### src/rtl/io_bridge.sv
// CPU <-> external word bridge: RXQ (external -> CPU) and TXQ (CPU -> external) FIFOs
// with req/ack CPU channels. Define IO_BRIDGE_STATUS_EN to add rx_count/tx_count/rx_overflow.
//
// state  | meaning
// I_IDLE | waiting for inp_req with RXQ non-empty; pops RXQ on leaving
// I_ACK  | inp_ack pulse, inp_data holds the popped word
// I_DROP | transfer done, waiting for inp_req to fall
// O_IDLE | waiting for out_req with TXQ not full; pushes out_data on leaving
// O_ACK  | out_ack pulse
// O_DROP | transfer done, waiting for out_req to fall
module io_bridge #(
  parameter int DEPTH = 4,
  parameter int W     = 16
) (
  input  logic                   clk,
  input  logic                   rst_b,
  input  logic                   inp_req,
  output logic                   inp_ack,
  output logic [W-1:0]           inp_data,
  input  logic                   out_req,
  input  logic [W-1:0]           out_data,
  output logic                   out_ack,
  input  logic                   ext_in_valid,
  input  logic [W-1:0]           ext_in_data,
  output logic                   ext_in_ready,
  output logic                   ext_out_valid,
  output logic [W-1:0]           ext_out_data,
  input  logic                   ext_out_ready
`ifdef IO_BRIDGE_STATUS_EN
  ,
  output logic [$clog2(DEPTH):0] rx_count,
  output logic [$clog2(DEPTH):0] tx_count,
  output logic                   rx_overflow
`endif
);

  localparam int AW = $clog2(DEPTH);
  localparam int CW = AW + 1;
  localparam logic [CW-1:0] FULL = CW'(DEPTH);

  typedef enum logic [1:0] {I_IDLE, I_ACK, I_DROP} in_state_t;
  typedef enum logic [1:0] {O_IDLE, O_ACK, O_DROP} out_state_t;

  in_state_t  r_in_state,  w_in_next;
  out_state_t r_out_state, w_out_next;
  logic       w_in_take, w_out_take;

  logic [W-1:0]  r_rx_mem [DEPTH];
  logic [AW-1:0] r_rx_wr_ptr, r_rx_rd_ptr;
  logic [CW-1:0] r_rx_count;
  logic          w_rx_push, w_rx_pop;

  logic [W-1:0]  r_tx_mem [DEPTH];
  logic [AW-1:0] r_tx_wr_ptr, r_tx_rd_ptr;
  logic [CW-1:0] r_tx_count;
  logic          w_tx_push, w_tx_pop;

  logic [W-1:0]  r_inp_data;

  // ---------------- RXQ ----------------
  assign ext_in_ready = (r_rx_count != FULL);
  assign w_rx_push    = ext_in_valid & ext_in_ready;
  assign w_rx_pop     = w_in_take;

  always_ff @(posedge clk) begin
    if (w_rx_push) r_rx_mem[r_rx_wr_ptr] <= ext_in_data;
  end

  always_ff @(posedge clk or negedge rst_b) begin
    if (!rst_b) begin
      r_rx_wr_ptr <= '0;
      r_rx_rd_ptr <= '0;
      r_rx_count  <= '0;
    end else begin
      if (w_rx_push) r_rx_wr_ptr <= r_rx_wr_ptr + AW'(1);
      if (w_rx_pop)  r_rx_rd_ptr <= r_rx_rd_ptr + AW'(1);
      case ({w_rx_push, w_rx_pop})
        2'b10:   r_rx_count <= r_rx_count + CW'(1);
        2'b01:   r_rx_count <= r_rx_count - CW'(1);
        default: r_rx_count <= r_rx_count;
      endcase
    end
  end

  // ---------------- TXQ ----------------
  assign ext_out_valid = (r_tx_count != '0);
  assign ext_out_data  = r_tx_mem[r_tx_rd_ptr];
  assign w_tx_pop      = ext_out_valid & ext_out_ready;
  assign w_tx_push     = w_out_take;

  always_ff @(posedge clk) begin
    if (w_tx_push) r_tx_mem[r_tx_wr_ptr] <= out_data;
  end

  always_ff @(posedge clk or negedge rst_b) begin
    if (!rst_b) begin
      r_tx_wr_ptr <= '0;
      r_tx_rd_ptr <= '0;
      r_tx_count  <= '0;
    end else begin
      if (w_tx_push) r_tx_wr_ptr <= r_tx_wr_ptr + AW'(1);
      if (w_tx_pop)  r_tx_rd_ptr <= r_tx_rd_ptr + AW'(1);
      case ({w_tx_push, w_tx_pop})
        2'b10:   r_tx_count <= r_tx_count + CW'(1);
        2'b01:   r_tx_count <= r_tx_count - CW'(1);
        default: r_tx_count <= r_tx_count;
      endcase
    end
  end

  // ---------------- CPU input channel ----------------
  always_ff @(posedge clk or negedge rst_b) begin
    if (!rst_b) begin
      r_in_state <= I_IDLE;
      r_inp_data <= '0;
    end else begin
      r_in_state <= w_in_next;
      if (w_rx_pop) r_inp_data <= r_rx_mem[r_rx_rd_ptr];
    end
  end

  always_comb begin
    w_in_next = r_in_state;
    w_in_take = 1'b0;
    case (r_in_state)
      I_IDLE: begin
        if (inp_req && (r_rx_count != '0)) begin
          w_in_take = 1'b1;
          w_in_next = I_ACK;
        end
      end
      I_ACK:   w_in_next = inp_req ? I_DROP : I_IDLE;
      I_DROP:  if (!inp_req) w_in_next = I_IDLE;
      default: w_in_next = I_IDLE;
    endcase
  end

  assign inp_ack  = (r_in_state == I_ACK);
  assign inp_data = r_inp_data;

  // ---------------- CPU output channel ----------------
  always_ff @(posedge clk or negedge rst_b) begin
    if (!rst_b) r_out_state <= O_IDLE;
    else        r_out_state <= w_out_next;
  end

  always_comb begin
    w_out_next = r_out_state;
    w_out_take = 1'b0;
    case (r_out_state)
      O_IDLE: begin
        if (out_req && (r_tx_count != FULL)) begin
          w_out_take = 1'b1;
          w_out_next = O_ACK;
        end
      end
      O_ACK:   w_out_next = out_req ? O_DROP : O_IDLE;
      O_DROP:  if (!out_req) w_out_next = O_IDLE;
      default: w_out_next = O_IDLE;
    endcase
  end

  assign out_ack = (r_out_state == O_ACK);

`ifdef IO_BRIDGE_STATUS_EN
  logic r_rx_overflow;

  // Sticky: an offered word was refused because RXQ was full.
  always_ff @(posedge clk or negedge rst_b) begin
    if (!rst_b)                          r_rx_overflow <= 1'b0;
    else if (ext_in_valid && !ext_in_ready) r_rx_overflow <= 1'b1;
  end

  assign rx_count    = r_rx_count;
  assign tx_count    = r_tx_count;
  assign rx_overflow = r_rx_overflow;
`endif

endmodule

### config.mk
export PLATFORM = sky130hd
export DESIGN_NAME = io_bridge
export DESIGN_NICKNAME = d
export VERILOG_FILES = /design/src/rtl/io_bridge.sv
export SDC_FILE = /design/constraint.sdc
export NUM_CORES = 1
export LEC_CHECK = 0
export ABC_AREA = 1
export CORE_UTILIZATION = 65
export CTS_CLUSTER_DIAMETER = 100
export CTS_CLUSTER_SIZE = 10
export DETAILED_ROUTE_END_ITERATION = 10
export DONT_BUFFER_PORTS = 1
export GPL_ROUTABILITY_DRIVEN = 1
export PLACE_DENSITY_LB_ADDON = 0.08
export RECOVER_POWER = 25
export SKIP_LAST_GASP = 1
export SYNTH_ARGS = -nofsm -noshare
export SYNTH_HDL_FRONTEND = slang
export SYNTH_SLANG_ARGS = --single-unit
### constraint.sdc
create_clock -name clk -period 4.5 [get_ports clk]
set_input_delay 0.675 -clock clk [delete_from_list [all_inputs] [get_ports clk]]
set_output_delay 0.675 -clock clk [all_outputs]
set_load 0.005 [all_outputs]
# After elaboration in Yosys (flattened, before gate mapping)
# Memory sizes are Yosys's and may differ from the RTL's. A register that Yosys moved wholly into a read port is not among the register bits.
# Index checks and enable logic that the tools add are counted.
dict set report totals {
  word_cells 63
  reg_bits 18
  ramBits 128
  memories 2
}
# memory words word_bits rd rd_ports_with_merged_regs write_ports line
set memory_table {}
lappend memory_table {r_rx_mem 4 16 1 1 1 48} ;# logic [W-1:0] r_rx_mem [DEPTH];
lappend memory_table {r_tx_mem 4 16 1 0 1 53} ;# logic [W-1:0] r_tx_mem [DEPTH];
dict set report op_classes {
  n_mux 18
  n_bitwise 2
  n_reduce_logical 11
  n_addsub 8
  n_eq_ne 14
}
# cell count
set op_table {}
lappend op_table {{$mux 2} 6}
lappend op_table {{$pmux 2 s3} 2}
lappend op_table {{$pmux 3 s2} 2}
lappend op_table {{$add 2x1->2 const B} 4}
lappend op_table {{$eq 2x1->1 const B} 4}
lappend op_table {{$eq 2x2->1 const B} 4}
lappend op_table {{$mux 1} 8}
lappend op_table {{$ne 2x2->1 const B} 4}
lappend op_table {{$add 3x1->3 const B} 2}
lappend op_table {{$ne 3x3->1 const B} 2}
lappend op_table {{$reduce_bool 3->1} 2}
lappend op_table {{$sub 3x1->3 const B} 2}
lappend op_table {{$logic_not 2->1} 2}
lappend op_table {{$reduce_and 2->1} 2}
lappend op_table {{$reduce_bool 2->1} 2}
lappend op_table {{$and 1x1->1} 2}
lappend op_table {{$logic_and 1x1->1} 2}
lappend op_table {{$logic_not 1->1} 1}

# Depth between registers and ports, before layout
# Gate-level depths: netlist of run 1.
dict set report depth {
  ltp_word 6
  ltp_mapped 12
}

# Worst setup path after synthesis of run 1
# No wires, ideal clock.
dict set report synth_path {
  path_kind {input port to flip-flop}
  start {input inp_req}
  end {register r_rx_count[2]}
  arrival_ns 1.819
  path_stages 9
  setup_ns 0.123
  setup_slack_ns 2.558
  cell_sequence {nand3_4 -> inv_4 -> buf_6 -> ha_1 -> inv_1 -> fa_1 -> nand2_1 -> nand3b_1 -> xor2_1}
}
dict set report synth_between {
  elab_chain_cells 5
}
# element line
set synth_lines {}
lappend synth_lines {{start: declaration} 17} ;# input logic inp_req,
lappend synth_lines {{$logic_and 1x1->1 (*)} 127} ;# if (inp_req && (r_rx_count != '0)) begin
lappend synth_lines {{$mux 1 (*)} 127}
lappend synth_lines {{$mux 1 (*)} 125} ;# case (r_in_state)
lappend synth_lines {{named net w_in_take} 46} ;# logic w_in_take, w_out_take;
lappend synth_lines {{$eq 2x1->1 / $eq 2x2->1 (equally long branches)} 77} ;# case ({w_rx_push, w_rx_pop})
lappend synth_lines {{$pmux 3 s2 / $reduce_bool 2->1 (equally long branches)} --}
lappend synth_lines {{end signal: assignment} 78} ;# 2'b10: r_rx_count <= r_rx_count + CW'(1);
lappend synth_lines {{end signal: assignment} 79} ;# 2'b01: r_rx_count <= r_rx_count - CW'(1);
lappend synth_lines {{end signal: assignment} 80} ;# default: r_rx_count <= r_rx_count;
lappend synth_lines {{end: declaration} 50} ;# logic [CW-1:0] r_rx_count;
# The timed path passes the listed nets; every way through them passes the cells marked *.
# A chain may end at the register's enable or synchronous reset.

# Final worst setup path of run 1
dict set report layout_path {
  start {register r_tx_rd_ptr[0]}
  end {output ext_out_data[0]}
}
dict set report layout_between {
  elab_chain_cells 1
}
# element line
set layout_lines {}
lappend layout_lines {{start: declaration} 54} ;# logic [AW-1:0] r_tx_wr_ptr, r_tx_rd_ptr;
lappend layout_lines {{start signal: assignment} 102} ;# if (w_tx_pop) r_tx_rd_ptr <= r_tx_rd_ptr + AW'(1);
lappend layout_lines {{$mem_v2 4x16} --}
lappend layout_lines {{end: declaration} 27} ;# output logic [W-1:0] ext_out_data,
# No other way between the ends.

==> metrics.md, run 1 <==
| Metric | Value |
|---|---|
| Status | completed |
| Crit path max fanout | 34 |
| H-Tree Depth | 4 |
| Drt via density | around 5.3 |
| Worst EP arrival | around 2.5 ns |
| Die span in x | between 100 and 150 µm |
| First-pass GRT wire length | 20100 µm |
| Top Ports | 74 |
| CTS Buf Count | 17 |
| Relative slew margins | 32.7% |
| DRT iter0 DRCs | 293 |
| DR vias | between 3k and 4k |
| Starting density of the core | about two thirds |
| Post-detail-place hpwl | 7330 µm |
| DR WL/cell | approximately 16 µm |
| Final WS setup | approximately 1.3 ns |
| Final WL | 12000 µm |
| Critical path required time | around 3.8 ns |
| Worst-skew pair later-pin latency | between 0.5 and 0.6 ns |
| Total chip power | 0.00502 W |
| #FFs+latches synth | ~160 |
| Synth Cell Area | 6750 µm² |
| Final Hold Slack | about 0.24 ns |
| Fin Clk Skew | a little under 0.007 ns |
| Mean Syn Cell Area | approximately 11 µm² |
| Synthesis Warnings | 0 |
| Place WS | between 1.5 and 2 ns |
| Yosys top cell area share | ~57% |
| Period utilization | a little over 70% |
| P_leak | about 3.2 nW |
| Port Buffers | 0 |
| CP Launch Type | flop |
| Synth top area cells | edfxtp_1, dfrtp_1, nand2_1 |
| Vias in the first global route | between 4k and 5k |
| Clock Pin Slew Worst Setup and Hold Paths | 0.06 ns |
| All-layer global routing usage | 24.8% |
| Gate Count Post-Synth | 592 |
| Library cells used by synthesis | 27 |
| Final hold violations | 0 |
| Pwr per Cell Area | 674 nW/µm² |
| Core ar. | approximately 10000 µm² |
| Worst-Margin Slew | around 1 ns |
| Final core occ | approximately 75% |
| Fraction of layout cells with a size suffix above 1 | between 8 and 9% |
| Endpoints failing setup | 0 |
| Fmax | 315 MHz |
| Synth area leader | edfxtp_1 |
| Min-delay src | out_data[3] |
| Worst hold path type | primary input to flop |
| Root Driver | clkbuf_8 |
| Rows | 36 |
| Placer Congestion | between 0.7 and 0.8 |
| CTS Buffer Depth | 2 |
| Setup repair bufs after CTS | 0 |
| Tmin final | approximately 3.2 ns |
| Critical R2R Launch | r_in_state[1] |
| Sink Count | roughly 160 |
| Resize count post-CTS | 0 |
| Crit Path Category | flop to output pin |
| Initial antenna violation count | 0 |
| Critical path capture point type | output pin |
| Peak supply drop | 0.326 mV |
| CP Launch Point | r_tx_rd_ptr[0] |
| Post-synth net total | 642 |
| Post-route ant nets | 0 |
| Area growth syn-to-layout | 10.3% |
| Max Slew Vio Count | 0 |
| Max_cap viols | 0 |
| Die H | roughly 100 µm |
| DRC errors left | 0 |
| Die footprint | around 11000 µm² |
| Router iterations before antenna repair | 5 |
| Total global routing overflow | 0 |
| Nets@finish | 649 |
| RSZ-0062 raised after global routing | false |
| CTS tree | built |
| Seq/Total Area, Yosys | between 60 and 70% |
| Setup TNS | 0 ns |
| Antenna diodes | 0 |
| Largest net degree at the start of global routing | 36 |
[synth_stat cells, drive strengths merged]
master  count
inv        96
nand4       3
clkbuf      2
nand3b      2
o22ai      16
nor2       45
dfrtp      34
xnor2       4
ha         10
nand3      37
a21oi       2
nand2     148
fa          2
edfxtp    128
xor2        4
o21ai      38
buf        21
[path summary, 6_finish.rpt]
kind	endpoint	slack, ns	cells after the start
worst max register to register	r_rx_count[2]	2.30	10
worst min register to register	r_tx_count[1]	0.48	2
max in group asynchronous	r_rx_count[2]	3.70	2
min in group asynchronous	inp_data[4]	0.62	2
worst max-delay path	ext_out_data[0]	1.33	3
worst min-delay path	r_tx_mem[1][3]	0.24	0
[layout make-up]
type,count,area [µm²]
multi-input combinational,311,1510
sequential,162,4690
clock buffer,18,418
timing repair buffer,11,97.6
tap,133,166
inverter,96,368
clock inverter,14,186
fill,666,2470
[power by group]
part	switching (W)	internal [W]	total (W)
sequential	0.000264	0.00199	0.00226
clock	0.000549	0.000899	0.00145
combinational	0.000881	0.000433	0.00131
total	0.00170	0.00332	0.00502
[metal layers]
metal	global-route usage [%]	vias to the layer above	routed length, µm
li1	-	1945	-
met1	28.8	1877	4830
met2	42.6	101	6320
met3	7.96	15	662
met4	10.4	0	169
met5	0	-	0
[cells by family (layout without fill, tap and decap cells)]
logic type	after synthesis	in the layout	synth area share, %
DFF	162	162	69.6
adders and majority gates	12	12	2.45
AOI/OAI and AO/OA	56	56	4.45
buffers and inverters	119	139	8.03
xor gates and xnor gates	8	8	1.04
and+or+nand+nor	235	235	14.5
[critical path, stage by stage (launching register included)]
cell     delay (ns)
dfrtp_1        1.01
inv_2          0.49
o21ai_0        0.32
o22ai_1        0.14
[registers in the layout (all words and copies together) (netlist names), 3 cells and up]
register	cells
r_tx_mem	64
inp_data	16
r_tx_count	3
r_rx_count	3
r_rx_mem	64
[repair_timing]
| item | CTS | global route |
|---|---|---|
| hold endpoints to repair | 34 | 0 |
| setup endpoints to repair | 0 | 0 |
| hold buffers | 2 | 0 |
[stage by stage]
| stage | cells | cell area, µm² |
|---|---|---|
| global route | 745 | 7440 |
| finish | 745 | 7440 |
| CTS | 745 | 7440 |
| global placement | 711 | 6810 |
| detailed placement | 711 | 6810 |
| floorplan | 592 | 6750 |
[cells in the final DEF (no fill, tap or decap), drive strengths merged, types with 6 or more instances in the layout]
cell type	instances
nand2	148
edfxtp	128
inv	98
nor2	45
o21ai	38
nand3	37
dfrtp	34
clkbuf	18
o22ai	16
ha	10
buf	10
clkinv	6
(Power assumes the default switching activity.)
==> run 2, diff against run 1 <==
- CORE_UTILIZATION: 65 -> 57
- clock period: 4.5 -> 2.6 ns (I/O delays scaled with it)
==> run 2 against run 1 <==
  * Register-to-register slack got worse by 1.8 ns
  * Global-route usage decreased by 4.1 points
  * Wire length decreased by 2.4%
  * Sequential share of layout area increased by 0.53 points
  * Design area decreased by 0.84%
  * Combinational power increased by 77%
  * Total power increased by 66%
  * Utilization decreased by 11 points
  * Hold slack got worse by 0.18 ns
  * Non-clock buffer count increased by 2
==> metrics.md, run 2 (synthesis results as in run 1) <==
| Metric | Value |
|---|---|
| Peak supply drop | 0.646 mV (+98%) |
| DR WL/cell | 15.4 µm (-4.0%) |
| Rows | 39 (+8.3%) |
| Core ar. | 11500 µm² (+16%) |
| Commonest non-fill, non-tap cell in the layout | nand2_1 |
| DRC errors left | 0 (unchanged) |
| Worst path slowest cell | dfrtp_1 |
| Die span in x | 111 µm (+6.7%) |
| Final hold violations | 0 (unchanged) |
| First-pass GRT wire length | 19100 µm (-5.1%) |
| Die footprint | 12300 µm² (+14%) |
| Resize count post-CTS | 0 (unchanged) |
| CP Launch Type | flop |
| Worst-Margin Slew | 0.706 ns (-0.302 ns) |
| Place WS | 0.437 ns (-1.47 ns) |
| Max_cap viols | 0 (unchanged) |
| FILL cells | 862 (+29%) |
| Endpoints failing setup | 0 (unchanged) |
| Relative slew margins | 52.9% (+20 points) |
| Fin Clk Skew | 0.00510 ns (-0.00169 ns) |
| Placed cells | 723 (+1.7%) |
| Final Hold Slack | 0.0631 ns (-0.178 ns) |
| Pwr per Cell Area | 1130 nW/µm² (+67%) |
| H-Tree Depth | 4 (unchanged) |
| CP top delay family | flip-flops |
| Critical path capture point type | output pin |
| Vias in the first global route | 3781 (-7.1%) |
| Worst hold path type | primary input to flop |
| Drt via density | 5.05 (-4.4%) |
| Design Area, Final | 7380 µm² (-0.84%) |
| All-layer global routing usage | 20.7% (-4.1 points) |
| Fraction of layout cells with a size suffix above 1 | 7.65% (-0.35 points) |
| GR Util met1 | 24.5% (-4.3 points) |
| Antenna diodes | 0 (unchanged) |
| Worst-skew pair later-pin latency | 0.42 ns (-0.11 ns) |
| Crit Path Category | flop to output pin |
| Fmax | approximately 450 MHz |
| CTS Buffer Depth | 2 (unchanged) |
| Root Driver | clkbuf_16 |
| Router iterations before antenna repair | 4 (-1) |
| CTS Buf Count | 17 (unchanged) |
| P_leak | 3.14 nW (-0.92%) |
| Setup repair bufs after CTS | 0 (unchanged) |
| Fin cells | 757 (+1.6%) |
| Die H | 111 µm (+6.7%) |
| Hold Buf Count CTS | 2 (unchanged) |
| Setup TNS | 0 ns (unchanged) |
| Period utilization | 84.7% |
| Tmin final | 2.20 ns |
| Worst EP arrival | 1.81 ns (-0.69 ns) |
| Final WL | 11700 µm (-2.4%) |
| CTS tree | built |
| Met3 Use GR | 6.67% (-1.3 points) |
| Port Buffers | 0 (unchanged) |
| Total global routing overflow | 0 (unchanged) |
| Critical path required time | 2.21 ns (-1.62 ns) |
| RSZ-0062 raised after global routing | false |
| Crit path largest cell delay | 0.65 ns (-0.36 ns) |
| Nets@finish | 651 (+0.31%) |
| Post-detail-place hpwl | 7220 µm (-1.5%) |
| Largest net degree at the start of global routing | 35 (-2.8%) |
| Buf/Inv on CP | 1 (unchanged) |
| Final WS setup | 0.397 ns (-0.931 ns) |
| Initial antenna violation count | 0 (unchanged) |
| DR vias | 3824 (-2.9%) |
| DRT iter0 DRCs | 181 (-38%) |
| Max Slew Vio Count | 0 (unchanged) |
| Top Ports | 74 (unchanged) |
| Status | completed |
| Area growth syn-to-layout | 9.36% |
| Placer Congestion | 0.754 (+2.5%) |
| Clock Pin Slew Worst Setup and Hold Paths | 0.06 ns (about the same) |
| Met2 Usage GRT | 34.8% (-7.8 points) |
| Most frequent cells in the layout | nand2_1, edfxtp_1, inv_1 |
| Dpl cell area | 6840 µm² (+0.40%) |
| Crit path max fanout | 19 (-44%) |
| Sink Count | 162 (unchanged) |
| Starting density of the core | 58.8% (-9.3 points) |
| Post-route ant nets | 0 (unchanged) |
| CP Cell Sequence | inv_2 > o21ai_0 > o22ai_1 |
| GR peak layer | met2 |
==> run 2: path summary, 6_finish.rpt <==
kind / depth (start not counted) / from / end / slack, ns
hold / removal: 0 / out_data[10] / r_tx_mem[3][10] / 0.06
setup / recovery: 3 / r_tx_rd_ptr[1] / ext_out_data[11] / 0.40
hold reg to reg: 1 / r_out_state[0] / r_out_state[1] / 0.48
min in group asynchronous: 2 / rst_b / inp_data[3] / 0.43
setup reg to reg: 9 / r_in_state[1] / r_rx_count[2] / 0.45
max in group asynchronous: 2 / rst_b / r_in_state[1] / 1.98
==> run 2: through the flow <==
step | total power, W | util, %
after floorplan | 0.00573 | -
after global placement | 0.00614 | 59.6
after detailed placement | 0.00623 | 59.6
after CTS | 0.00841 | 64.4
after global routing | 0.00889 | 64.4
final | 0.00831 | 64.4
==> run 2: area by class of cell <==
type	instances	area (µm²)	area share (%)
Inverter	96	368	4.98
Multi-Input combinational cell	311	1510	20.5
Timing Repair Buffer	13	113	1.53
Tap cell	143	179	2.42
Clock inverter	5	31.3	0.424
Clock buffer	27	483	6.54
Sequential cell	162	4690	63.6
==> run 2: power breakdown <==
| part | internal, W | total (W) | switching (W) |
|---|---|---|---|
| Sequential | 0.00345 | 0.00383 | 0.000382 |
| Combinational | 0.000763 | 0.00232 | 0.00155 |
| Clock | 0.00127 | 0.00217 | 0.000899 |
| Total | 0.00548 | 0.00831 | 0.00283 |
==> run 2: layer usage <==
| metal | vias up | share of wire, % |
|---|---|---|
| met5 | - | 0 |
| met4 | 0 | 1.6 |
| met3 | 15 | 5.9 |
| met2 | 89 | 51 |
| met1 | 1775 | 42 |
| li1 | 1945 | - |
==> run 3, diff against run 2 <==
- CORE_UTILIZATION: 57 -> 63
- clock period: 2.6 -> 2.2 ns (I/O delays scaled with it)
==> run 3 against run 2 <==
  * Sequential cell count did not move
  * Via count rose by 7.9%
  * Total power rose by 26%
  * Setup slack got worse by 0.30 ns
  * Count of clock-buffer cells in the layout fell by 9
  * Combinational power rose by 28%
  * Utilization rose by 11 points
  * Wire length rose by 8.3%
  * Highest routed layer unchanged
==> metrics.md, run 3 (synthesis results as in run 1) <==
| Metric | Value |
|---|---|
| CTS tree | built |
| Core ar. | 10400 µm² (-9.6%) |
| Fin Clk Skew | 0.00634 ns (+0.00124 ns) |
| DRC errors left | 0 (unchanged) |
| CTS Buf Count | 17 (unchanged) |
| Largest net degree at the start of global routing | 35 (unchanged) |
| Starting density of the core | 65.1% (+6.2 points) |
| CTS Buffer Depth | 2 (unchanged) |
| CP Launch Type | flop |
| Crit Path Category | flop to output pin |
| Post-route ant nets | 0 (unchanged) |
| Sink Count | 162 (unchanged) |
| Clock Pin Slew Worst Setup and Hold Paths | 0.06 ns (about the same) |
| Worst-skew pair later-pin latency | 0.53 ns (+0.11 ns) |
| Vias in the first global route | 4325 (+14%) |
| Max_cap viols | 0 (unchanged) |
| Most frequent cells in the layout | nand2_1, edfxtp_1, inv_1 |
| Final hold violations | 0 (unchanged) |
| CP Launch Point | r_tx_rd_ptr[1] |
| Crit path max fanout | 16 (-3) |
| Critical R2R Launch | r_rx_count[1] |
| Design Area, Final | 7840 µm² (+6.2%) |
| Endpoints failing setup | 0 (unchanged) |
| Root Driver | clkbuf_8 |
| Commonest non-fill, non-tap cell in the layout | nand2_1 |
| Worst hold path type | primary input to flop |
| Relative slew margins | 38.0% (-15 points) |
| Fmax | roughly 480 MHz |
| All-layer global routing usage | 25.1% (+4.4 points) |
| Min-delay src | ext_in_valid |
| DR WL/cell | 16.0 µm (+3.9%) |
| Status | completed |
| CP Cell Sequence | inv_2 > o21ai_0 > o22ai_1 |
| Dpl cell area | 6860 µm² (+0.31%) |
| Worst path slowest cell | dfrtp_1 |
| Die span in x | 105 µm (-4.8%) |
| FILL cells | 667 (-23%) |
| Final WL | 12700 µm (+8.3%) |
| Critical path capture point type | output pin |
| DR vias | 4127 (+7.9%) |
| Area growth syn-to-layout | 16.1% |
| Worst-Margin Slew | 0.929 ns (+0.223 ns) |
| P_leak | 3.34 nW (+6.4%) |
| Rows | 37 (-5.1%) |
| Nets@finish | 690 (+6.0%) |
| Die footprint | 11100 µm² (-9.4%) |
| Drt via density | 5.23 (+3.5%) |
| RSZ-0062 raised after global routing | false |
| Period utilization | 95.5% |
| Tmin final | around 2.1 ns |
| Pwr per Cell Area | 1330 nW/µm² (+18%) |
| Post-detail-place hpwl | 7480 µm (+3.5%) |
| Crit path largest cell delay | 0.54 ns (-0.11 ns) |
| Top Ports | 74 (unchanged) |
| First-pass GRT wire length | 20400 µm (+7.2%) |
| Total global routing overflow | 0 (unchanged) |
| Die H | 105 µm (-4.8%) |
| Router iterations before antenna repair | 5 (+1) |
| Placer Congestion | 0.798 (+5.9%) |
| Fraction of layout cells with a size suffix above 1 | 9.04% (+1.4 points) |
| Antenna diodes | 0 (unchanged) |
| Setup TNS | 0 ns (unchanged) |
| Critical path required time | 1.87 ns (-0.34 ns) |
| Worst EP arrival | 1.77 ns (-0.04 ns) |
| Port Buffers | 0 (unchanged) |
| Initial antenna violation count | 0 (unchanged) |
| Peak supply drop | 0.979 mV (+52%) |
| Max Slew Vio Count | 0 (unchanged) |
| H-Tree Depth | 4 (unchanged) |
| DRT iter0 DRCs | 177 (-2.2%) |
## run 3: changes by cell type in the layout (fill, tap and decap cells not counted), sizes merged
cell	change
buf	+3
dlygate4sd3	+35
bufinv	+4
inv	+1
clkbuf	-8
clkinvlp	+4
## run 3: per-stage QoR
step                      hold WS, ns  total power [W]  utilization [%]  instances  setup WS [ns]
after floorplan                0.0344          0.00677                -        592          0.354
after CTS                      0.0117           0.0105             75.7        789         0.0682
after global placement         0.0362          0.00727             66.1        720          0.371
after detailed placement       0.0357          0.00743             66.1        720          0.285
after global routing           0.0370           0.0111             75.6        789         0.0102
final                          0.0328           0.0104             75.6        789         0.0998
## run 3: layout make-up
class	instances	area [µm²]	share of cell area (%)
inverter	96	368	4.69
sequential	162	4690	59.9
timing repair buffer	52	478	6.10
tap	136	170	2.17
multi-input combinational	311	1510	19.3
clock buffer	18	428	5.46
clock inverter	14	186	2.38
## run 3: path summary, 6_finish.rpt
check / endpoint / slack (ns) / cells after the start
setup / recovery: ext_out_data[15] / 0.1 / 3
max in group asynchronous: r_tx_count[1] / 1.10 / 2
min in group asynchronous: inp_data[12] / 0.53 / 2
hold / removal: r_rx_wr_ptr[0] / 0.03 / 2
setup reg to reg: r_rx_count[2] / 0.29 / 9
hold reg to reg: r_out_state[1] / 0.49 / 1
## run 3: layer usage
layer  vias to the layer above  wire (µm)  track usage [%]
met5                         -          0                0
met4                         0        293             14.3
met3                        29        608             5.44
met2                       106       6620             43.9
met1                      1954       5140             28.6
li1                       2038          -                -
## run 3: critical path, delay by kind of cell, from the launching register on
kind                   cells  cell delay, ns
DFF                        1            0.54
AOI/OAI and AO/OA          2            0.38
buffers and inverters      1            0.31
## run 3: repair_timing
item,CTS,global route
hold buffers,37,0
endpoints found under the hold margin,169,0
resized for setup,0,0
buffers inserted,0,0
## run 3: where the power goes
group	total (W)	internal (W)	switching [W]
Clock	0.00300	0.00187	0.00113
Combinational	0.00296	0.000984	0.00197
Sequential	0.00448	0.00407	0.000410
==> RTL change 1, RTL diff (settings of run 2) <==
The parameter `DEPTH` goes from 4 to 8.
--- a/src/rtl/io_bridge.sv
+++ b/src/rtl/io_bridge.sv
@@ -10,5 +10,5 @@
 // O_DROP | transfer done, waiting for out_req to fall
 module io_bridge #(
-  parameter int DEPTH = 4,
+  parameter int DEPTH = 8,
   parameter int W     = 16
 ) (
Check against the original RTL: not equivalent (a bounded check fails within 10 cycles, from zero or initial values and one cycle with rst_b low).
==> RTL change 1 against run 2 <==
Worst hold slack worse by 0.043 ns; global-route usage up 3.3 points; critical path depth up 4; final area up 86%; worst setup slack worse by 0.18 ns; sequential cell count up 134; power up 88%; utilization up 2.6 points; synthesized area up 78%; routed wire length up 110%; critical path type unchanged; largest power group unchanged.
==> RTL change 1: results (changes against run 2) <==
[setup_path]
worst_path_largest_cell_delay_ns=0.53  ; -0.12 ns
ff2ff_setup_slack_ns=0.49  ; +0.04 ns
path_max_fanout=65  ; +46
crit_family=buffers and inverters
worstPathArrival_ns=1.99  ; +0.18 ns
crit_slowest_cell=buf_4

[sta]
fin_ws_ns=0.2163  ; -0.1808 ns
worstMarginPinSlew_ns=1.132  ; +0.4259 ns
skew_ns=0.01902  ; +0.01393 ns

[drt]
drt-pass1-iter-count=5  ; +1
ant_nets=0  ; unchanged
drt_iter0_markers=427  ; +140%
routed_wl_mm=24.93  ; +110%
viasPerCell=5.410  ; +7.1%

[cts]
post-cts-setup-buffers=0  ; unchanged
path_clk_slew_ns=0.05
cts_root_buf=clkbuf_16
cts_hold_buffers=34  ; +32
cts-htree-levels=2  ; -2
ctsLongestPathBuffers=3  ; +1
cts_resized=0  ; unchanged
numCtsBuffers=35  ; +18
clock_latency_ns=0.51  ; +0.09 ns

[synthesis]
syn-mean-instance-area_um2=11.87  ; +4.2%
yosys-top-cells-count=edfxtp_1 (256), nor2_1 (253), o21ai_0 (136)
yosysWarnings=0  ; unchanged
yosysUniqueCellTypes=29  ; +7.4%
synth_edf_count=256  ; +100%
syn-num-nets=1062  ; +65%
synth_area_leaders=edfxtp_1 (64%), dfrtp_1 (8.3%), nor2_1 (7.9%)
synthArstFlopShare_pct=13.51  ; -7.5 points
ys_seq_area_share_pct=72.18  ; +2.6 points

[layout]
nFillCells=1513  ; +76%
drive_above_1_share_pct=8.470  ; +0.82 points
final_cell_count_no_fill=1368  ; +81%
antennaDiodeCount=0  ; unchanged

[place]
hpwl_mm=13.76  ; +91%
gp_congestion=0.7979  ; +5.8%
dp.cells=1270  ; +76%
place_ws_ns=0.4966  ; +0.05928 ns

[pwr]
leakagePower_uw=0.005046  ; +61%
vdd_ir_drop_max_uv=682.8  ; +5.8%

[global_route]
grt_max_degree=66  ; +89%
grt_pass1_vias=7364  ; +95%
antenna_found_initial=0  ; unchanged
grt_pass1_wl_mm=39.18  ; +110%
track_usage_pct=23.99  ; +3.3 points

[status]
status=completed

[worst_hold_path]
min_path_type=input port to register

-- RTL change 1: cell types whose count changed in the layout (fill, tap and decap cells not counted), moves of 17 or more --
cell	delta
nor2_1	+210
edfxtp_1	+128
o21ai_0	+103
inv_1	-70
dlygate4sd3_1	+32
o21ai_1	+27
buf_4	+23
nand3_1	+21
clkbuf_16	+19
nand2_1	-18
clkbuf_1	+17
-- RTL change 1: per-layer routing --
metal | track usage, % | routed length (um) | vias up
li1 | - | - | 3620
met1 | 29.70 | 10260 | 3531
met2 | 41.51 | 12740 | 189
met3 | 4.224 | 1104 | 61
met4 | 10.36 | 830 | 0
met5 | 0 | 0 | -
-- RTL change 1: where the power goes --
group          switching (uW)  leakage (uW)  internal, uW  total (uW)
sequential                404       0.00280          6010        6410
combinational            3200       0.00174          1530        4730
clock                    1750      0.000499          2690        4450
-- RTL change 1: kinds of logic (layout without fill, tap and decap cells) --
kind of cell,count (synthesis),in the layout,share of synthesized area [%]
simple gates,446,446,14.88
flops,296,296,72.18
compound gates,173,173,7.203
buf+inv,78,162,3.835
xor+xnor,11,11,0.8627
fa+ha+maj,10,10,1.039
-- RTL change 1: layout make-up --
| type | instances | area share, % |
|---|---|---|
| flip-flops and latches | 296 | 63.36 |
| repair buffers | 71 | 4.742 |
| well taps | 270 | 2.462 |
| multi-input cells | 640 | 21.05 |
| clock inverters | 3 | 0.4013 |
| inverters | 27 | 0.7387 |
| clock buffers | 61 | 7.250 |
-- RTL change 1: through the flow --
step,instance area (um^2),hold slack [ns]
2_1_floorplan,12040,0.09441
3_3_place_gp,12330,0.09517
3_5_place_dp,12330,0.09517
4_1_cts,13740,0.002544
5_1_grt,13720,0.004941
6_report,13720,0.01989
-- RTL change 1: path summary, 6_finish.rpt --
| path | start | end | cells past startpoint |
|---|---|---|---|
| min reg2reg | r_out_state[0] | r_out_state[1] | 1 |
| min | out_req | r_out_state[1] | 2 |
| max in group asynchronous | rst_b | r_tx_rd_ptr[0] | 2 |
| max reg2reg | r_tx_count[1] | r_tx_count[2] | 12 |
| max | r_tx_rd_ptr[0] | ext_out_data[12] | 7 |
| min in group asynchronous | rst_b | inp_data[8] | 2 |
==> RTL change 2, RTL diff (flow settings as in run 2) <==
Made on the original files. The 3 states of `in_state_t` get a one-hot encoding in 3 bits.
--- a/src/rtl/io_bridge.sv
+++ b/src/rtl/io_bridge.sv
@@ -39,5 +39,5 @@
   localparam logic [CW-1:0] FULL = CW'(DEPTH);
 
-  typedef enum logic [1:0] {I_IDLE, I_ACK, I_DROP} in_state_t;
+  typedef enum logic [2:0] {I_IDLE = 3'b001, I_ACK = 3'b010, I_DROP = 3'b100} in_state_t;
   typedef enum logic [1:0] {O_IDLE, O_ACK, O_DROP} out_state_t;
 
Function: no difference found for any inputs over 4 cycles, from zero or initial values and one cycle with rst_b low; so few cycles prove little.
==> RTL change 2 against run 2 <==
Critical path depth stayed put; largest power group unchanged; utilization up 1.3 points; die area rose by 1.3%; routed wire length increased by 4.8%; worst setup slack better by 0.092 ns; final area increased by 2.9%; critical endpoint is now ext_out_data[12]; sequential share of layout area shrank 1.4 points; non-clock buffer count rose by 2; the run now ends with DRC left; count of clock-buffer cells in the layout decreased by 10; synthesized area rose by 1.3%; sequential cell count rose by 1; power is 7.3% higher.
==> RTL change 2: results (changes against run 2) <==
[global_route]
grt_pass1_vias=3929  ; +3.9%
met2_usage_pct=36.92  ; +2.1 points
grt_pass1_wl_mm=20.20  ; +5.9%
track_usage_pct=21.76  ; +1.1 points
grt_util_met1_pct=26.89  ; +2.4 points

[place]
hpwl_mm=7.368  ; +2.0%
gp_congestion=0.7874  ; +4.4%
place_ws_ns=0.6538  ; +0.2165 ns
dp.cells=734  ; +1.5%
port_buffers=0  ; unchanged
dpl_cell_area_um2=6932  ; +1.4%

[drt]
drc=7  ; +7
met2RoutedLength_mm=6.327  ; +7.0%
routed_wl_mm=12.26  ; +4.8%
drt-pass1-iter-count=7  ; +3
viasPerCell=5.159  ; +2.1%
wl_met3_um=663  ; -3.6%

[setup_path]
worst_path_largest_cell_delay_ns=0.47  ; -0.18 ns
worstPathArrival_ns=1.72  ; -0.09 ns

[pwr]
comb_power_share_pct=28.0  ; about the same
p_seq_share_pct=42.7  ; -3.4 points
p_comb_uw=2500  ; +8%
p_int_uw=5892  ; +7.6%

[synthesis]
syn-num-nets=651  ; +1.4%
synth_top_area_share_pct=56.23  ; -0.73 points
yosysUniqueCellTypes=30  ; +11%
synthArstFlopShare_pct=21.47  ; +0.48 points
yosys-top-cells-count=nand2_1 (147), edfxtp_1 (128), inv_1 (90)
ys_seq_area_share_pct=69.06  ; -0.51 points

[layout]
fin_nets=662  ; +1.7%
drive_above_1_share_pct=10.56  ; +2.9 points
final_cell_count_no_fill=768  ; +1.5%

[cts]
cts_hold_buffers=2  ; unchanged
cts-htree-levels=4  ; unchanged
post-cts-setup-buffers=0  ; unchanged

[status]
violations=DRC
status=complete, but fails checks

[sta]
skew_ns=0.01199  ; +0.006889 ns
slew_headroom_pct=54.94  ; +2.0 points

## RTL change 2: changes by cell type after synthesis, sizes merged
cell / run 2 / this run
dfstp: 0 / 1
inv: 96 / 95
xor2: 4 / 5
xnor2: 4 / 3
nand2: 148 / 156
nor2: 45 / 48
o21ai: 38 / 36
nor3: 0 / 1
a21oi: 2 / 1
## RTL change 2: worst reg2reg max path, stage by stage (launching register included)
cell and delay [ns]:
dfrtp_1 0.41, nor2_2 0.18, nand2_1 0.15, nand2_2 0.16, ha_1 0.18, inv_1 0.06
fa_1 0.37, nand2_1 0.08, nand3b_1 0.08, xor2_1 0.15
## RTL change 2: layout make-up
type / instances / area [um^2]
clock buffers: 17 / 425.4
repair buffers: 15 / 127.6
flip-flops and latches: 163 / 4721
multi-input cells: 320 / 1575
well taps: 143 / 178.9
fillers: 886 / 3974
inverters: 95 / 359.1
clock inverters: 15 / 203.9
## RTL change 2: kinds of logic (layout without fill, tap and decap cells)
group | count (synthesis) | in the layout | share of synthesized area (%)
buffers and inverters | 118 | 142 | 7.889
and+or+nand+nor | 247 | 247 | 15.43
adders and majority gates | 12 | 12 | 2.416
AOI/OAI and AO/OA | 53 | 53 | 4.173
xor gates and xnor gates | 8 | 8 | 1.025
DFF | 163 | 163 | 69.06
## RTL change 2: worst paths after layout
path                                 from               end  slack (ns)  cells past startpoint
setup / recovery           r_tx_rd_ptr[1]  ext_out_data[12]        0.49                      3
hold / removal             ext_in_data[3]    r_rx_mem[3][3]        0.06                      0
setup reg to reg            r_rx_count[1]     r_rx_count[2]        0.66                      9
hold reg to reg             r_tx_count[0]     r_tx_count[0]        0.47                      1
max in group asynchronous           rst_b     r_in_state[0]        1.91                      2
min in group asynchronous           rst_b    r_rx_rd_ptr[1]        0.44                      2
